### src/rtl/regfile_arbiter.sv
// Two-requester arbiter in front of a register file: combinational grant with
// round-robin tie-break, bounded lock (sticky) ownership, and a registered read-valid.
module regfile_arbiter #(
    parameter int unsigned MAX_HOLD = 8
) (
    input  logic        CLK,
    input  logic        RST_N,
    input  logic        REQ_A,
    input  logic        REQ_B,
    input  logic        LOCK_A,
    input  logic        LOCK_B,
    input  logic        WE_A,
    input  logic        WE_B,
    input  logic [4:0]  DR_A,
    input  logic [4:0]  SR1_A,
    input  logic [4:0]  SR2_A,
    input  logic [4:0]  DR_B,
    input  logic [4:0]  SR1_B,
    input  logic [4:0]  SR2_B,
    input  logic [31:0] WDATA_A,
    input  logic [31:0] WDATA_B,
    output logic        GNT_A,
    output logic        GNT_B,
    output logic        RVALID_A,
    output logic        RVALID_B,
    output logic [31:0] RDATA1,
    output logic [31:0] RDATA2,
    output logic        RegW,
    output logic [4:0]  DR,
    output logic [4:0]  SR1,
    output logic [4:0]  SR2,
    output logic [31:0] Reg_In,
    input  logic [31:0] ReadReg1,
    input  logic [31:0] ReadReg2
);

    localparam logic [7:0] MAX_HOLD_W = 8'(MAX_HOLD);

    typedef enum logic [1:0] {IDLE, OWN_A, OWN_B} state_t;

    state_t     state, state_nxt;
    logic       last_b;
    logic [7:0] hold, hold_nxt;
    logic       sticky_a, sticky_b, win_a, win_b;

    always_comb begin
        sticky_a  = (state == OWN_A) && REQ_A && LOCK_A && (!REQ_B || (hold < MAX_HOLD_W));
        sticky_b  = (state == OWN_B) && REQ_B && LOCK_B && (!REQ_A || (hold < MAX_HOLD_W));
        // On a tie the requester that did not win last time gets the grant.
        win_a     = sticky_a || (!sticky_b && REQ_A && (!REQ_B || last_b));
        win_b     = sticky_b || (!sticky_a && REQ_B && (!REQ_A || !last_b));
        state_nxt = IDLE;
        if (win_a) begin
            state_nxt = OWN_A;
        end else if (win_b) begin
            state_nxt = OWN_B;
        end
        hold_nxt = 8'd0;
        if (sticky_a || sticky_b) begin
            hold_nxt = (hold == 8'hFF) ? hold : hold + 8'd1;
        end
    end

    // Register-file side is forced quiet while reset is held, without waiting for CLK.
    always_comb begin
        GNT_A  = RST_N && win_a;
        GNT_B  = RST_N && win_b;
        RegW   = 1'b0;
        DR     = 5'd0;
        SR1    = 5'd0;
        SR2    = 5'd0;
        Reg_In = 32'd0;
        if (RST_N && win_a) begin
            RegW   = WE_A;
            DR     = DR_A;
            SR1    = SR1_A;
            SR2    = SR2_A;
            Reg_In = WDATA_A;
        end else if (RST_N && win_b) begin
            RegW   = WE_B;
            DR     = DR_B;
            SR1    = SR1_B;
            SR2    = SR2_B;
            Reg_In = WDATA_B;
        end
    end

    always_ff @(posedge CLK or negedge RST_N) begin
        if (!RST_N) begin
            state    <= IDLE;
            last_b   <= 1'b1;
            hold     <= 8'd0;
            RVALID_A <= 1'b0;
            RVALID_B <= 1'b0;
        end else begin
            state    <= state_nxt;
            hold     <= hold_nxt;
            RVALID_A <= win_a;
            RVALID_B <= win_b;
            if (win_a || win_b) begin
                last_b <= win_b;
            end
        end
    end

    // The register file registers its read addresses, so data lines up with RVALID.
    assign RDATA1 = ReadReg1;
    assign RDATA2 = ReadReg2;

endmodule

### config.mk
export PLATFORM = sky130hd
export DESIGN_NAME = regfile_arbiter
export DESIGN_NICKNAME = d
export VERILOG_FILES = /design/src/rtl/regfile_arbiter.sv
export SDC_FILE = /design/constraint.sdc
export NUM_CORES = 1
export LEC_CHECK = 0
export CORE_AREA = 2 2 110 112
export DETAILED_ROUTE_END_ITERATION = 10
export DIE_AREA = 0 0 112 114
export HOLD_SLACK_MARGIN = 0.15
export SYNTH_ARGS = -nofsm -noshare
export SYNTH_HDL_FRONTEND = slang
export SYNTH_SLANG_ARGS = --single-unit
export TNS_END_PERCENT = 50
### constraint.sdc
create_clock -name CLK -period 6.92 [get_ports CLK]
set_clock_uncertainty 0.15 [all_clocks]
set_input_delay 0.692 -clock CLK [delete_from_list [all_inputs] [get_ports CLK]]
set_output_delay 0.692 -clock CLK [all_outputs]
set_load 0.05 [all_outputs]
==> out/results.ini <==
[floorplanning]
ios = 282
num_rows = 40
start_util = 0.1378
die_x_um = 112
dieArea_um2 = 12770
fp.dieH_um = 114
core_area_um2 = 11710

[timing]
holdWs_ps = 393.5
rsz0062_at_grt = no
fmax_mhz = 209.8
worstMarginPinSlew_ps = 642.8
finalHoldViolCount = 0
finalCritPeriodShare = 0.6888
slew_headroom = 0.5669
tns_ps = 0
final-max-slew-violation-count = 0
finalSetupViolCount = 0
timing.final.crit_period_ps = 4767

[critical_path]
r2r_setup_slack_ps = 4930
startpoint_type = input port
crit_type = in -> out
path_cells = clkdlybuf4s50_1 -> nand4b_1 -> or3_4 -> a211oi_4 -> buf_4 -> a22o_1 -> clkdlybuf4s50_1
endpoint_kind = output port
worstPathBufferInverterCount = 3
reg2reg_to = last_b$_DFFE_PN1P_
max_stage_delay_ps = 820
cp_common_cell = clkdlybuf4s50_1
cp_slowest_cell = clkdlybuf4s50_1
rr_startpoint = hold[6]$_DFFE_PN0P_
cp.required_ps = 6080
path_max_fanout = 39
arrival_ps = 3920
reg2regPathDepth = 3
crit_family = buffers and inverters

[global_route]
grt_usage = 0.1024
grt_pass1_vias = 1622
grt_overflow = 0
antenna_found_initial = 0
grt_max_degree = 50
grt_pass1_wl_um = 9873

[routing]
vias = 1701
drtIter0Drc = 99
first_pass_iters = 4
wire_per_inst_um = 17.13
ant_nets = 0
drc_errors = 0
via_per_inst = 4.031
drt_wl_total_um = 7228

[cts]
cts.sinks = 12
cts_buffers = 3
post_cts_resized = 0
path_clk_slew_ps = 40
hold_buffers = 0
post-cts-setup-buffers = 0
root_buffer = clkbuf_16
cts_htree_levels = 1
clock_latency_ps = 240
tritoncts = built
cts_buffer_depth = 2

[pwr]
power_switching_share = 0.4156
p_comb_frac = 0.601
pwr-share-seq = 0.158
power_density_nw_per_um2 = 172.6
clockPowerShare = 0.241
switchingPower_uw = 208.2
max-vdd-ir-drop_mv = 0.07242
p_int_uw = 292.8
p_leak_nw = 1.109

[finish]
nets = 443
layout_commonest_cell = clkdlybuf4s50_1
antenna_cells = 0
drive_gt1_frac = 0.04000
final_cell_mix = clkdlybuf4s50_1, a22o_1, nor2_1
area_growth_pct = 79.84
fillCellCount = 1270

[yosys]
synth_fp_nets = 358
yosys_warnings = 0
synth_cell_type_count = 34
syn_inst = 191
seq_area_frac_synth = 0.1868
ys_ff_latch = 12
syn_area_per_cell_um2 = 8.451
synthesis.area_um2 = 1614

[placement]
io_buffers = 153
hpwl_um = 5923
gp_congestion = 0.7214

[hold_path]
min_to = hold[1]$_DFFE_PN0P_
hp-start = hold[1]$_DFFE_PN0P_
hold_path.class = reg -> reg
holdPathStages = 2

[outcome]
status = complete, no violations

[job]
maxCapViolations = 0

worst min-delay path, cell delays in order (launching register included):
cell and delay (ps):
dfrtp_1 390, nand2_1 60, a21oi_1 50
cell type report:
class / count / area, um2 / share of cell area
clock buffers: 4 / 88.84 / 0.03060
well taps: 147 / 183.9 / 0.06336
inverters: 4 / 15.01 / 0.005172
multi-input cells: 100 / 767.0 / 0.2642
flip-flops and latches: 12 / 301.5 / 0.1039
repair buffers: 155 / 1546 / 0.5328
cell families after synthesis:
kind of cell / count (synthesis) / share of synthesized area
flip-flops: 12 / 0.1868
buffers and inverters: 79 / 0.3426
AND/OR/NAND/NOR: 29 / 0.09536
XOR/XNOR: 4 / 0.02170
adder cells (fa/ha/maj): 1 / 0.007751
AO/OA/AOI/OAI: 64 / 0.3333
multiplexers: 2 / 0.01240
Yosys cell counts:
library cell | number | share of area
nand3_1 | 2 | 0.0062
inv_1 | 4 | 0.0093
o22ai_1 | 1 | 0.0039
o2111ai_1 | 1 | 0.0054
nand4b_1 | 2 | 0.011
dfrtp_1 | 11 | 0.17
buf_4 | 65 | 0.30
mux2i_1 | 2 | 0.012
a211oi_2 | 1 | 0.0078
or4_4 | 1 | 0.0070
clkbuf_1 | 5 | 0.012
or3_4 | 1 | 0.0070
xor2_1 | 4 | 0.022
o211a_1 | 1 | 0.0062
ha_1 | 1 | 0.0078
o211ai_1 | 1 | 0.0047
o21ai_0 | 3 | 0.0093
nand2b_1 | 1 | 0.0039
and2_1 | 1 | 0.0039
nor2_1 | 12 | 0.028
nand4_1 | 1 | 0.0039
buf_6 | 1 | 0.0070
a21oi_1 | 3 | 0.0093
and3_1 | 1 | 0.0039
a211oi_1 | 1 | 0.0047
buf_2 | 4 | 0.012
a21boi_0 | 1 | 0.0047
a22o_1 | 48 | 0.26
nor3_2 | 1 | 0.0062
nor3_1 | 1 | 0.0031
a311o_1 | 1 | 0.0062
dfstp_2 | 1 | 0.016
nand2_1 | 5 | 0.012
a2bb2oi_1 | 2 | 0.011
how the worst max path moves through the flow:
stage                        start  endpoint  slack, ps  depth (start not counted)
2_1_floorplan  hold[6]$_DFFE_PN0P_     DR[0]       3470                          5
3_3_place_gp                 REQ_A     DR[2]       2240                          7
3_5_place_dp                 REQ_A     DR[2]       2170                          7
4_1_cts                      REQ_A     DR[2]       2150                          7
5_1_grt                      RST_N     DR[1]       1960                          6
6_report                     REQ_A     DR[3]       2150                          7
sequential cells by signal, summed over array words and instances, names as in the netlist:
register / flops
state: 2
RVALID_B: 1
hold: 8
last_b: 1
through the flow:
stage	utilization	power, mW	setup WS [ps]	std cells	cell area [um2]
floorplan	-	0.3482	3465	191	1614
global placement	0.2403	0.3821	2236	418	2814
detailed placement	0.2403	0.3822	2167	418	2814
CTS	0.2479	0.5066	2147	422	2903
global route	0.2479	0.5204	1964	422	2903
finish	0.2479	0.5009	2153	422	2903
layer usage:
layer  part of all wire  GRT usage  wire (um)  vias to the layer above
li1                   -          -          -                      802
met1               0.40     0.1267       2903                      757
met2               0.47     0.1665       3385                      111
met3              0.098    0.02869        708                       31
met4              0.032    0.04634        231                        0
met5                  0          0          0                        -
power by group through the flow:
| stage | logic (mW) | clock network, mW | registers [mW] |
|---|---|---|---|
| after CTS | 0.304 | 0.124 | 0.0792 |
| after floorplan | 0.262 | 0 | 0.0857 |
| after global placement | 0.302 | 0 | 0.0803 |
| final | 0.301 | 0.121 | 0.0792 |
| after global routing | 0.314 | 0.127 | 0.0798 |
| after detailed placement | 0.302 | 0 | 0.0803 |
Power figures use the tool's default switching activity.
